[config.mk]
export PLATFORM = sky130hd
export DESIGN_NAME = parity_engine
export DESIGN_NICKNAME = d
export VERILOG_FILES = /design/src/rtl/parity_engine.sv
export SDC_FILE = /design/constraint.sdc
export NUM_CORES = 1
export LEC_CHECK = 0
export CAP_MARGIN = 20
export CORE_AREA = 2 2 48 50
export CTS_BUF_LIST = sky130_fd_sc_hd__clkbuf_16
export DETAILED_ROUTE_END_ITERATION = 16
export DIE_AREA = 0 0 50 52
export GPL_ROUTABILITY_DRIVEN = 0
export PLACE_DENSITY = 0.79
export SKIP_LAST_GASP = 1
export SLEW_MARGIN = 20
export SYNTH_ARGS = -nofsm -noshare
export SYNTH_HDL_FRONTEND = slang
export SYNTH_SLANG_ARGS = --single-unit
export TNS_END_PERCENT = 50
[constraint.sdc]
create_clock -name clk -period 2.9 [get_ports clk]
set_clock_uncertainty 0.1 [all_clocks]
set_input_delay 0.58 -clock clk [delete_from_list [all_inputs] [get_ports clk]]
set_output_delay 0.58 -clock clk [all_outputs]
set_load 0.1 [all_outputs]
[src/rtl/parity_engine.sv]
// Frame parity generator/checker for the UART datapath: accumulates parity over
// WIDTH-bit beats and emits a one-cycle result strobe with a saturating error count.
//
// state     | meaning
// ----------+-----------------------------------------------------------
// ST_IDLE   | waiting for the first beat of a frame; config latched on accept
// ST_ACCUM  | mid-frame, folding accepted beats into the accumulator
// ST_RESULT | one-cycle result strobe; no beat accepted
module parity_engine #(
    parameter int WIDTH     = 8,
    parameter int ERR_CNT_W = 8
) (
    input  logic                 clk,
    input  logic                 reset,
    input  logic [2:0]           cfg_mode_in,
    input  logic                 cfg_check_in,
    input  logic [WIDTH-1:0]     data_in,
    input  logic                 data_valid_in,
    input  logic                 data_last_in,
    input  logic                 par_in,
    input  logic                 err_clr_in,
    output logic                 ready_out,
    output logic                 busy_out,
    output logic                 par_bit_out,
    output logic                 par_valid_out,
    output logic                 par_err_out,
    output logic [ERR_CNT_W-1:0] err_cnt_out
);

    localparam logic [2:0] MODE_EVEN  = 3'd1;
    localparam logic [2:0] MODE_ODD   = 3'd2;
    localparam logic [2:0] MODE_MARK  = 3'd3;
    localparam logic [2:0] MODE_SPACE = 3'd4;

    typedef enum logic [1:0] {
        ST_IDLE   = 2'd0,
        ST_ACCUM  = 2'd1,
        ST_RESULT = 2'd2
    } state_t;

    state_t                 state_q, state_d;
    logic [2:0]             mode_q, mode_d;
    logic                   check_q, check_d;
    logic                   acc_q, acc_d;
    logic                   par_bit_q, par_bit_d;
    logic                   par_valid_q, par_valid_d;
    logic                   par_err_q, par_err_d;
    logic [ERR_CNT_W-1:0]   err_cnt_q, err_cnt_d;

    logic                   accept;
    logic                   beat_par;
    logic                   acc_new;
    logic [2:0]             frame_mode;
    logic                   frame_check;
    logic                   mode_active;
    logic                   exp_par;

    always_comb begin
        state_d     = state_q;
        mode_d      = mode_q;
        check_d     = check_q;
        acc_d       = acc_q;
        par_bit_d   = par_bit_q;
        par_valid_d = 1'b0;
        par_err_d   = 1'b0;
        err_cnt_d   = err_cnt_q;

        accept   = data_valid_in && (state_q != ST_RESULT);
        beat_par = ^data_in;

        // A single-beat frame finishes in IDLE, so the live config/accumulator is used there.
        frame_mode  = (state_q == ST_IDLE) ? cfg_mode_in  : mode_q;
        frame_check = (state_q == ST_IDLE) ? cfg_check_in : check_q;
        acc_new     = (state_q == ST_IDLE) ? beat_par     : (acc_q ^ beat_par);

        mode_active = (frame_mode == MODE_EVEN) || (frame_mode == MODE_ODD) ||
                      (frame_mode == MODE_MARK) || (frame_mode == MODE_SPACE);

        case (frame_mode)
            MODE_EVEN: exp_par = acc_new;
            MODE_ODD:  exp_par = ~acc_new;
            MODE_MARK: exp_par = 1'b1;
            default:   exp_par = 1'b0;
        endcase

        case (state_q)
            ST_IDLE: begin
                if (accept) begin
                    mode_d  = cfg_mode_in;
                    check_d = cfg_check_in;
                    acc_d   = acc_new;
                    state_d = data_last_in ? ST_RESULT : ST_ACCUM;
                end
            end
            ST_ACCUM: begin
                if (accept) begin
                    acc_d = acc_new;
                    if (data_last_in) state_d = ST_RESULT;
                end
            end
            default: state_d = ST_IDLE;
        endcase

        if (accept && data_last_in) begin
            par_valid_d = 1'b1;
            par_bit_d   = exp_par;
            par_err_d   = frame_check && mode_active && (par_in != exp_par);
        end

        if (err_clr_in)
            err_cnt_d = '0;
        else if (par_err_q && (err_cnt_q != {ERR_CNT_W{1'b1}}))
            err_cnt_d = err_cnt_q + 1'b1;
    end

    always_ff @(posedge clk) begin
        if (reset) begin
            state_q     <= ST_IDLE;
            mode_q      <= 3'd0;
            check_q     <= 1'b0;
            acc_q       <= 1'b0;
            par_bit_q   <= 1'b0;
            par_valid_q <= 1'b0;
            par_err_q   <= 1'b0;
            err_cnt_q   <= '0;
        end else begin
            state_q     <= state_d;
            mode_q      <= mode_d;
            check_q     <= check_d;
            acc_q       <= acc_d;
            par_bit_q   <= par_bit_d;
            par_valid_q <= par_valid_d;
            par_err_q   <= par_err_d;
            err_cnt_q   <= err_cnt_d;
        end
    end

    assign ready_out     = (state_q != ST_RESULT);
    assign busy_out      = (state_q != ST_IDLE);
    assign par_bit_out   = par_bit_q;
    assign par_valid_out = par_valid_q;
    assign par_err_out   = par_err_q;
    assign err_cnt_out   = err_cnt_q;

endmodule
Word level (Yosys, flattened, before mapping) --
Index checks and enable logic that the tools add are counted. W data, S select, Z words.
Word-level totals: input bits 18, output and inout port bits 13, register bits 18, logic and storage cells 50
Operators by class: multiplexer cells 10, equality and inequality tests 11, $add $sub $neg 1, bitwise logic cells 3, reduce and logical (&&, ||, !) cells 17
Operators by type and width (count):
- $add A8 B1 Y8 const B | 1
- $mux W2 | 4
- $ne A2 B2 Y1 const B | 4
- $ne A8 B8 Y1 const B | 1
- $reduce_xor A8 Y1 | 1
- $eq A3 B2 Y1 const B | 2
- $reduce_or A2 Y1 | 3
- $logic_and A1 B1 Y1 | 5
- $pmux W2 S2 | 1
- $reduce_and A2 Y1 | 2
- $eq A3 B1 Y1 const B | 1
- $eq A3 B3 Y1 const B | 1
- $logic_or A1 B1 Y1 | 3
- $mux W1 | 3
- $mux W3 | 1
- $pmux W1 S3 | 1
- $reduce_and A3 Y1 | 1
- $eq A2 B1 Y1 const B | 1
- $logic_not A2 Y1 | 1
- $not A1 Y1 | 2
- $reduce_bool A2 Y1 | 1
- $ne A1 B1 Y1 | 1
- $xor A1 B1 Y1 | 1

Logic depth before layout (Yosys ltp) --
Gate-level depths: netlist (run 1).
word-level depth 8, gate-level depth with buffers 7, depth with buffers taken out 7

Worst setup path after synthesis (run 1) --
OpenSTA, ideal clock, no wires.
path kind reg2reg, start point register err_cnt_q[0], in the netlist err_cnt_out[0], end point register err_cnt_q[2], in the netlist err_cnt_out[2], library setup time 124 ps, cell stages (with the launch flop) 7, setup slack 592 ps, arrival time 2083 ps, cells stage by stage dfxtp_1 ha_1 nand3_1 o21ai_1 nor2_1 xnor2_1 nor2_1
On the way: longest elaborated chain between the ends 2
RTL lines:
- start, declared | line 48 | logic [ERR_CNT_W-1:0] err_cnt_q, err_cnt_d;
- start signal, assigned | line 134 | err_cnt_q <= err_cnt_d;
- parallel branches: the longest is 2 deep, another holds $add A8 B1 Y8
Several ways; the timed one is not identified. A chain may end at the register's enable or synchronous reset.

Final worst setup path (run 1) --
start point input port data_in[6], end point register par_err_q, in the netlist par_err_out
On the way: longest elaborated chain between the ends 7
RTL lines:
- start, declared | line 17 | input logic [WIDTH-1:0] data_in,
- $reduce_xor A8 Y1 (*) | line 69 | beat_par = ^data_in;
- $xor A1 B1 Y1 | line 74 | acc_new = (state_q == ST_IDLE) ? beat_par : (acc_q ^ beat_par);
- $mux W1 (*) | line 74
- $not A1 Y1 | line 81 | MODE_ODD: exp_par = ~acc_new;
- $pmux W1 S3 (*) | line 79 | case (frame_mode)
- $ne A1 B1 Y1 (*) | line 107 | par_err_d = frame_check && mode_active && (par_in != exp_par);
- $logic_and A1 B1 Y1 (*) | line 107
- end signal, assigned | line 133 | par_err_q <= par_err_d;
- end, declared | line 47 | logic par_err_q, par_err_d;
Mark *: on every way between the ends. The rest lies on a longest branch, timed or not.

==> run_results.csv, run 1 <==
group,metric,value,unit
outcome,status,"completed",
clocking,root_buffer,"clkbuf_16",
yosys,synth_cells,104,
sta,relSlewSlack,58.2,%
yosys,synthDistinctLibCells,29,
yosys,synth_warnings,0,
sta,fin_crit_sh,82.4,%
routing,vias,839,
global_routing,grt_max_degree,11,
floorplan,num_rows,17,
yosys,synth_nets,123,
worst_setup_path,startpoint_type,"input pin",
routing,dr.pass1.iters,4,
clocking,worstSkewPairLatency,0.25,ns
finish,multi_input_area,532,sq um
worst_hold_path,hp-class,"flip-flop to flip-flop",
finish,final_cells,163,
global_routing,grt_pass1_wl,3300,microns
floorplan,die_w,50,microns
pwr,p_leak,0.511,nW
finish,fillCellCount,185,
pwr,ir_drop,397,uV
sta,hold_viol,0,
routing,drc,0,
place,dp_cells,159,
sta,fin_crit,2.39,ns
worst_setup_path,required,2.96,ns
sta,fmaxAchievable,418,MHz
sta,tightest_slew,0.625,ns
global_routing,grt_overflow,0,
routing,routedWlPerCell,12.0,microns
clocking,cts.sinks,18,
floorplan,core-area,0.00211,sq mm
routing,postRouteAntennaNets,0,
worst_setup_path,worst-path-max-fanout,2,
yosys,syn_area_per_cell,8.90,sq um
yosys,synthArstFlopShare,0,%
worst_setup_path,path_cells,"clkdlybuf4s50_1 -> xor2_1 -> xnor2_1 -> xor3_1 -> mux2i_1 -> xnor2_1 -> nor4b_2",
clocking,holdBufCountCts,0,
sta,maxSlewViolCount,0,
place,dpl_cell_area,0.00121,sq mm
routing,drtIter0Drc,8,
worst_setup_path,path_common_cell,"xnor2_1",
worst_setup_path,slowest_stage,"clkdlybuf4s50_1",
floorplan,dieArea,0.00260,sq mm
clocking,cts_buffer_depth,2,
worst_setup_path,path_class,"input pin to flip-flop",
finish,drive_gt1_share,13.3,%
clocking,post_cts.repair.setup_buffers,0,
worst_setup_path,critPathCaptureType,"flip-flop",
place,place.port_buffers,30,
finish,final_cell_area,0.00129,sq mm
global_routing,grt_pass1_vias,793,
sta,rsz0062_at_grt,"false",
yosys,synth_top_area_cell,"dfxtp_1",
sta,setup_ws,0.510,ns
yosys,synth_top_area_share,38.9,%
yosys,ys_seq_area_share,38.9,%
global_routing,antenna_found_initial,0,
yosys,synth-edff-count,0,
yosys,ys.flop_type,"dfxtp_1",
yosys,syn_area,926,sq um
finish,seq_area,360,sq um
place,place_ws,0.281,ns
place,dp_hpwl,1460,microns
worst_setup_path,cp_data_arrival_time,2.45,ns
finish,nNetsFinal,155,
sta,setup_viol,0,
floorplan,die_h,52,microns
yosys,synth_seq_cells,18,
yosys,synth_common_cells,"dfxtp_1 (18), nor2_1 (18), mux2i_1 (9)",
clocking,cts_resized,0,
global_routing,grt_usage,16.8,%
run,maxCapViolCount,0,
clocking,clk_pin_slew,0.05,ns
yosys,synthTopCellsByArea,"dfxtp_1 (39%), mux2i_1 (9.7%), xnor2_1 (7.6%)",
clocking,ctsHtreeMaxLevel,1,
floorplan,ios,31,
clocking,numCtsBuffers,3,
routing,routed_wl,1960,microns
finish,area_delta_synth_final,39.2,%
clocking,cts_tree,"done",
floorplan,start_util,44.0,%
sta,tns,0,ns
finish,diodes,0,
routing,vias_per_cell,5.15,
pwr,p_per_area,534,mW/mm^2
worst_setup_path,cp_slowest_stage_delay,0.48,ns
==> routing by layer <==
layer	up-vias	wire, microns	track usage [%]
met4	0	36	8.80
met5	-	0	0
met2	26	1020	32.7
met1	387	801	17.0
met3	4	97	2.87
li1	422	-	-
==> layout by cell type (no fill, tap or decap), types with 3 or more instances in the layout <==
master / instances
nor3b_1: 3
o21ai_0: 3
nand2_1: 5
xnor2_1: 8
dfxtp_1: 18
xor2_1: 5
nand3_1: 4
clkdlybuf4s50_1: 17
inv_1: 4
mux2i_1: 9
buf_4: 13
a21oi_1: 3
nor2_1: 18
clkbuf_16: 3
==> stage by stage <==
step / total power [W] / utilization [%] / hold WS (ns)
4_1_cts: 0.000693 / 61.2 / 0.373
5_1_grt: 0.000718 / 61.2 / 0.396
6_report: 0.000688 / 61.2 / 0.373
3_5_place_dp: 0.000420 / 57.5 / 0.361
3_3_place_gp: 0.000417 / 57.5 / 0.363
2_1_floorplan: 0.000379 / - / 0.352
==> layout make-up <==
type	instances	area share [%]
Clock buffer	3	5.83
Clock inverter	1	0.291
Multi-Input combinational cell	79	41.3
Tap cell	28	2.72
Inverter	4	1.17
Timing Repair Buffer	30	20.8
Sequential cell	18	28.0
==> path summary, 6_finish.rpt <==
path,from,to,slack (ns),cells past startpoint
worst max-delay path,data_in[6],par_err_out$_SDFF_PP0_,0.51,7
worst max register to register,state_q[1]$_SDFFE_PP0P_,par_err_out$_SDFF_PP0_,1.05,6
worst min register to register,par_bit_out$_SDFFE_PP0P_,par_bit_out$_SDFFE_PP0P_,0.37,2
worst min-delay path,par_bit_out$_SDFFE_PP0P_,par_bit_out$_SDFFE_PP0P_,0.37,2
==> power breakdown <==
part,internal (W),switching (W)
Clock,0.000183,0.0000899
Sequential,0.000258,0.00000822
Combinational,0.0000732,0.0000760
Total,0.000514,0.000174
==> worst max-delay path, delay by kind of cell <==
family | cells | cell delay (ns)
buffers and inverters | 1 | 0.48
XOR/XNOR | 4 | 0.95
AND/OR/NAND/NOR | 1 | 0.22
multiplexers | 1 | 0.23
==> logic make-up (layout without fill, tap and decap cells) <==
family	Yosys count	after routing	synth area share, %
xor gates and xnor gates	14	14	14.9
AOI/OAI and AO/OA	14	14	9.32
and+or+nand+nor	41	41	22.2
muxes	9	9	9.73
adders and majority gates	1	1	1.35
DFF	18	18	38.9
buffers and inverters	7	38	3.65
==> state kept, by name, summed over array words and instances, names as in the netlist <==
register	flops
err_cnt_out	8
mode_q	3
state_q	2
acc_q	1
check_q	1
par_bit_out	1
par_err_out	1
par_valid_out	1
Note: power is estimated with default switching activity, not from simulation.
==> run 2, diff against run 1 <==
- CORE_AREA: 2 2 48 50 -> 2 2 49 51
- DIE_AREA: 0 0 50 52 -> 0 0 51 53
- PLACE_DENSITY: 0.79 -> 0.76
- clock period: 2.9 -> 2.41 ns (I/O delays scaled with it)
==> run_results.csv, run 2 (synthesized netlist as in run 1, its figures left out) <==
group,metric,value,unit
floorplan,ios,31,
global_routing,grt_pass1_vias,800,
worst_hold_path,hp-class,"flip-flop to flip-flop",
global_routing,grt_max_degree,11,
routing,vias_per_cell,4.93,
worst_hold_path,min_to,"par_bit_out$_SDFFE_PP0P_",
sta,maxSlewViolCount,0,
clocking,worstSkewPairLatency,0.24,ns
sta,fin_crit_sh,93.3,%
routing,dr.pass1.iters,4,
sta,fin_crit,2.25,ns
finish,multi_input_area,536,sq um
worst_setup_path,r2r_setup_slack,0.58,ns
finish,drive_gt1_share,17.1,%
worst_setup_path,timing.rr.end,"par_err_out$_SDFF_PP0_",
floorplan,die_h,53,microns
routing,drc,0,
global_routing,antenna_found_initial,0,
place,dp_hpwl,1450,microns
routing,routedWlPerCell,11.8,microns
pwr,ir_drop,333,uV
worst_setup_path,r2r-start,"state_q[1]$_SDFFE_PP0P_",
sta,tightest_slew,0.640,ns
finish,final_cell_mix,"nor2_1 (18), dfxtp_1 (18), buf_4 (18), clkdlybuf4s50_1 (17)",
floorplan,num_rows,17,
outcome,status,"completed",
finish,final_cell_area,0.00133,sq mm
sta,rsz0062_at_grt,"false",
global_routing,grt_usage,16.5,%
floorplan,start_util,43.1,%
finish,final_cells,168,
worst_setup_path,startpoint_type,"input pin",
finish,area_delta_synth_final,43.6,%
run,maxCapViolCount,0,
place,dp_cells,163,
routing,drtIter0Drc,12,
worst_setup_path,reg2reg_depth,6,
finish,diodes,0,
finish,fillCellCount,189,
worst_hold_path,holdCritStartpoint,"par_bit_out$_SDFFE_PP0P_",
floorplan,dieArea,0.00270,sq mm
clocking,clk_pin_slew,0.05,ns
floorplan,die_w,51,microns
sta,hold_slack,0.382,ns
sta,setup_viol,0,
clocking,cts.sinks,18,
clocking,cts_tree,"done",
routing,postRouteAntennaNets,0,
finish,nNetsFinal,160,
global_routing,grt_overflow,0,
worst_setup_path,critPathCaptureType,"flip-flop",
pwr,p_per_area,642,mW/mm^2
clocking,root_buffer,"clkbuf_16",
place,dpl_cell_area,0.00124,sq mm
routing,routed_wl,1990,microns
sta,relSlewSlack,57.1,%
sta,hold_viol,0,
pwr,p_leak,0.534,nW
worst_setup_path,required,2.47,ns
worst_hold_path,whs_path_depth,2,
worst_setup_path,worst-path-max-fanout,2,
finish,seq_area,360,sq um
place,place.port_buffers,30,
clocking,numCtsBuffers,3,
clocking,ctsHtreeMaxLevel,1,
finish,largest_reg_flops,8,
global_routing,grt_pass1_wl,3310,microns
worst_setup_path,path_class,"input pin to flip-flop",
sta,fmaxAchievable,444,MHz
routing,vias,829,
worst_setup_path,cp_data_arrival_time,2.31,ns
clocking,cts_buffer_depth,2,
pwr,total_power,0.000854,W
floorplan,core-area,0.00215,sq mm
## run 2: changes by cell type in the layout (fill, tap and decap cells not counted)
cell     change
mux2i_2      +1
mux2i_1      -1
buf_4        +5
## run 2: stage by stage
step	worst slack, ns	setup TNS [ns]	util (%)
2_1_floorplan	0.102	0	-
3_3_place_gp	-0.0198	-0.0198	57.7
3_5_place_dp	-0.0944	-0.0944	57.7
4_1_cts	0.108	0	61.4
5_1_grt	0.0268	0	61.9
6_report	0.160	0	61.9
## run 2: worst max-delay path by stage
stage	to	slack, ns	depth (start not counted)	startpoint
after global placement	par_err_out$_SDFF_PP0_	-0.02	7	data_in[6]
after floorplan	err_cnt_out[2]$_SDFFE_PP0P_	0.10	6	err_cnt_out[0]$_SDFFE_PP0P_
after detailed placement	par_err_out$_SDFF_PP0_	-0.09	7	data_in[6]
after CTS	par_err_out$_SDFF_PP0_	0.11	7	data_in[6]
after global routing	par_err_out$_SDFF_PP0_	0.03	7	data_in[1]
final	par_err_out$_SDFF_PP0_	0.16	7	data_in[6]
## run 2: repair_timing
action	CTS	global route
endpoints found under the hold margin	0	0
hold buffers	0	0
setup buffers	0	1
setup endpoints to repair	0	1
resized for setup	0	1
## run 2: final cells by class
| class | count | share of cell area [%] |
|---|---|---|
| Multi-Input combinational cell | 79 | 40.3 |
| Clock inverter | 1 | 0.282 |
| Tap cell | 28 | 2.63 |
| Clock buffer | 3 | 5.64 |
| Sequential cell | 18 | 27.1 |
| Inverter | 4 | 1.13 |
| Timing Repair Buffer | 35 | 23.0 |
## run 2: metal layers
layer	GRT usage, %	share of wire, %
met1	17.6	43
met2	31.0	51
met3	3.11	4.5
met4	8.11	1.7
met5	0	0
## run 2: power by group
group	internal [W]	switching, W	total (W)
clock network	0.000220	0.000105	0.000326
logic	0.000109	0.0000998	0.000209
registers	0.000310	0.00000950	0.000320
## run 2: worst max-delay path, stage by stage
cell	delay [ns]
clkdlybuf4s50_1	0.47
xor2_1	0.18
xnor2_1	0.16
xor3_1	0.49
mux2i_2	0.24
xnor2_1	0.10
nor4b_2	0.19
==> run 3, diff against run 2 <==
- CELL_PAD_IN_SITES_DETAIL_PLACEMENT: default -> 0
- CELL_PAD_IN_SITES_GLOBAL_PLACEMENT: default -> 1
- CORE_AREA: 2 2 49 51 -> 2 2 57 59
- CTS_CLUSTER_SIZE: default -> 40
- DIE_AREA: 0 0 51 53 -> 0 0 59 61
- PLACE_DENSITY: 0.76 -> default
- PLACE_DENSITY_LB_ADDON: default -> 0.1
==> run_results.csv, run 3 (synthesized netlist as in run 1, its figures left out) <==
group,metric,value,unit
pwr,sequentialPowerShare,37.9,%
global_routing,use_met2,19.5,%
clocking,cts_buffer_depth,2,
sta,fmaxAchievable,446,MHz
pwr,p_per_area,633,mW/mm^2
global_routing,grt_pass1_wl,3300,microns
routing,drtIter0Drc,18,
routing,routedWlPerCell,11.2,microns
worst_setup_path,reg2reg_depth,6,
clocking,cts.sinks,18,
place,dp_cells,169,
pwr,clock_power_share,38.0,%
global_routing,grt_overflow,0,
floorplan,die_w,59,microns
clocking,ctsHtreeMaxLevel,1,
finish,final_cell_mix,"nor2_1 (18), dfxtp_1 (18), buf_4 (18), clkdlybuf4s50_1 (17)",
sta,relSlewSlack,67.6,%
outcome,status,"completed",
sta,setup_viol,0,
clocking,worstSkewPairLatency,0.24,ns
global_routing,grt_util_met1,15.8,%
pwr,p_switching,0.000208,W
finish,seq_area,360,sq um
finish,diodes,0,
run,maxCapViolCount,0,
sta,fin_crit,2.24,ns
clocking,holdBufCountCts,0,
global_routing,grt_pass1_vias,749,
pwr,cell_internal_pwr,0.000635,W
routing,dr.pass1.iters,4,
worst_hold_path,hp-class,"flip-flop to flip-flop",
worst_setup_path,r2r-start,"err_cnt_out[0]$_SDFFE_PP0P_",
global_routing,grt_usage,12.0,%
clocking,cts_tree,"done",
clocking,root_buffer,"clkbuf_16",
finish,drive_gt1_share,17.3,%
worst_hold_path,holdCritStartpoint,"par_bit_out$_SDFFE_PP0P_",
routing,vias_per_cell,4.70,
finish,multi_input_area,536,sq um
worst_setup_path,timing.rr.end,"err_cnt_out[2]$_SDFFE_PP0P_",
worst_setup_path,cp_data_arrival_time,2.30,ns
routing,drc,0,
finish,nNetsFinal,160,
routing,routed_wl,1920,microns
floorplan,die_h,61,microns
global_routing,use_met3,3.84,%
floorplan,ios,31,
finish,fillCellCount,298,
routing,postRouteAntennaNets,0,
pwr,comb_power_share,24.1,%
global_routing,grt_max_degree,11,
global_routing,top_usage_layer,"met2",
sta,maxSlewViolCount,0,
worst_hold_path,whs_path_depth,2,
finish,final_cells,172,
floorplan,num_rows,20,
clocking,numCtsBuffers,3,
routing,vias,808,
sta,tightest_slew,0.483,ns
place,dp_hpwl,1530,microns
worst_setup_path,r2r_setup_slack,0.69,ns
pwr,ir_drop,349,uV
worst_setup_path,required,2.47,ns
place,place.port_buffers,30,
finish,largest_reg_flops,8,
floorplan,dieArea,0.00360,sq mm
global_routing,antenna_found_initial,0,
worst_setup_path,path_class,"input pin to flip-flop",
clocking,clk_pin_slew,0.05,ns
worst_setup_path,startpoint_type,"input pin",
sta,tns,0,ns
sta,fin_crit_sh,93.0,%
pwr,p_leak,0.532,nW
sta,rsz0062_at_grt,"false",
floorplan,core-area,0.00295,sq mm
sta,hold_viol,0,
floorplan,start_util,31.4,%
worst_setup_path,critPathCaptureType,"flip-flop",
finish,area_delta_synth_final,43.9,%
worst_setup_path,worst-path-max-fanout,2,
pwr,sw_frac_of_total,24.7,%
worst_hold_path,min_to,"par_bit_out$_SDFFE_PP0P_",
## run 3: cell count changes in the layout (fill, tap and decap cells not counted)
| cell | change |
|---|---|
| clkinv_1 | -1 |
## run 3: layout make-up
class                   count  share of cell area (%)
clock buffers               3                    5.63
repair buffers             35                    22.9
inverters                   4                    1.13
multi-input cells          79                    40.2
flip-flops and latches     18                    27.0
well taps                  33                    3.10
## run 3: what timing repair did
| item | in CTS | in global routing |
|---|---|---|
| buffers inserted | 0 | 0 |
| gates resized for setup | 0 | 1 |
| setup endpoints to repair | 0 | 1 |
## run 3: power groups by stage
stage | Clock (W) | Sequential, W | Combinational [W]
6_report | 0.000320 | 0.000320 | 0.000203
5_1_grt | 0.000345 | 0.000322 | 0.000219
4_1_cts | 0.000331 | 0.000320 | 0.000200
3_5_place_dp | 0 | 0.000326 | 0.000200
3_3_place_gp | 0 | 0.000326 | 0.000198
2_1_floorplan | 0 | 0.000339 | 0.000117
## run 3: worst max-delay path by stage
stage | from | to | slack [ns] | cells after the start
3_3_place_gp | data_in[6] | par_err_out$_SDFF_PP0_ | -0.06 | 7
5_1_grt | data_in[7] | par_err_out$_SDFF_PP0_ | 0.005 | 7
2_1_floorplan | err_cnt_out[0]$_SDFFE_PP0P_ | err_cnt_out[2]$_SDFFE_PP0P_ | 0.10 | 6
6_report | data_in[6] | par_err_out$_SDFF_PP0_ | 0.17 | 7
4_1_cts | data_in[6] | par_err_out$_SDFF_PP0_ | 0.15 | 7
3_5_place_dp | data_in[6] | par_err_out$_SDFF_PP0_ | -0.10 | 7
## run 3: routing by layer
layer	up-vias	routed length, microns
met1	359	974
met3	0	74
met4	0	0
met5	-	0
li1	432	-
met2	17	873
## run 3: worst max-delay path, cell delays in order
cell,delay (ns)
clkdlybuf4s50_1,0.47
xor2_1,0.17
xnor2_1,0.17
xor3_1,0.48
mux2i_2,0.23
xnor2_1,0.10
nor4b_2,0.19
## run 3: through the flow
step	total power (W)	instance area (sq um)	hold slack [ns]	setup slack [ns]	util, %
3_5_place_dp	0.000526	1250	0.370	-0.101	42.5
6_report	0.000843	1330	0.370	0.168	45.1
3_3_place_gp	0.000524	1250	0.366	-0.0607	42.5
2_1_floorplan	0.000456	926	0.352	0.102	-
5_1_grt	0.000886	1330	0.424	0.00536	45.1
4_1_cts	0.000851	1330	0.377	0.150	45.0
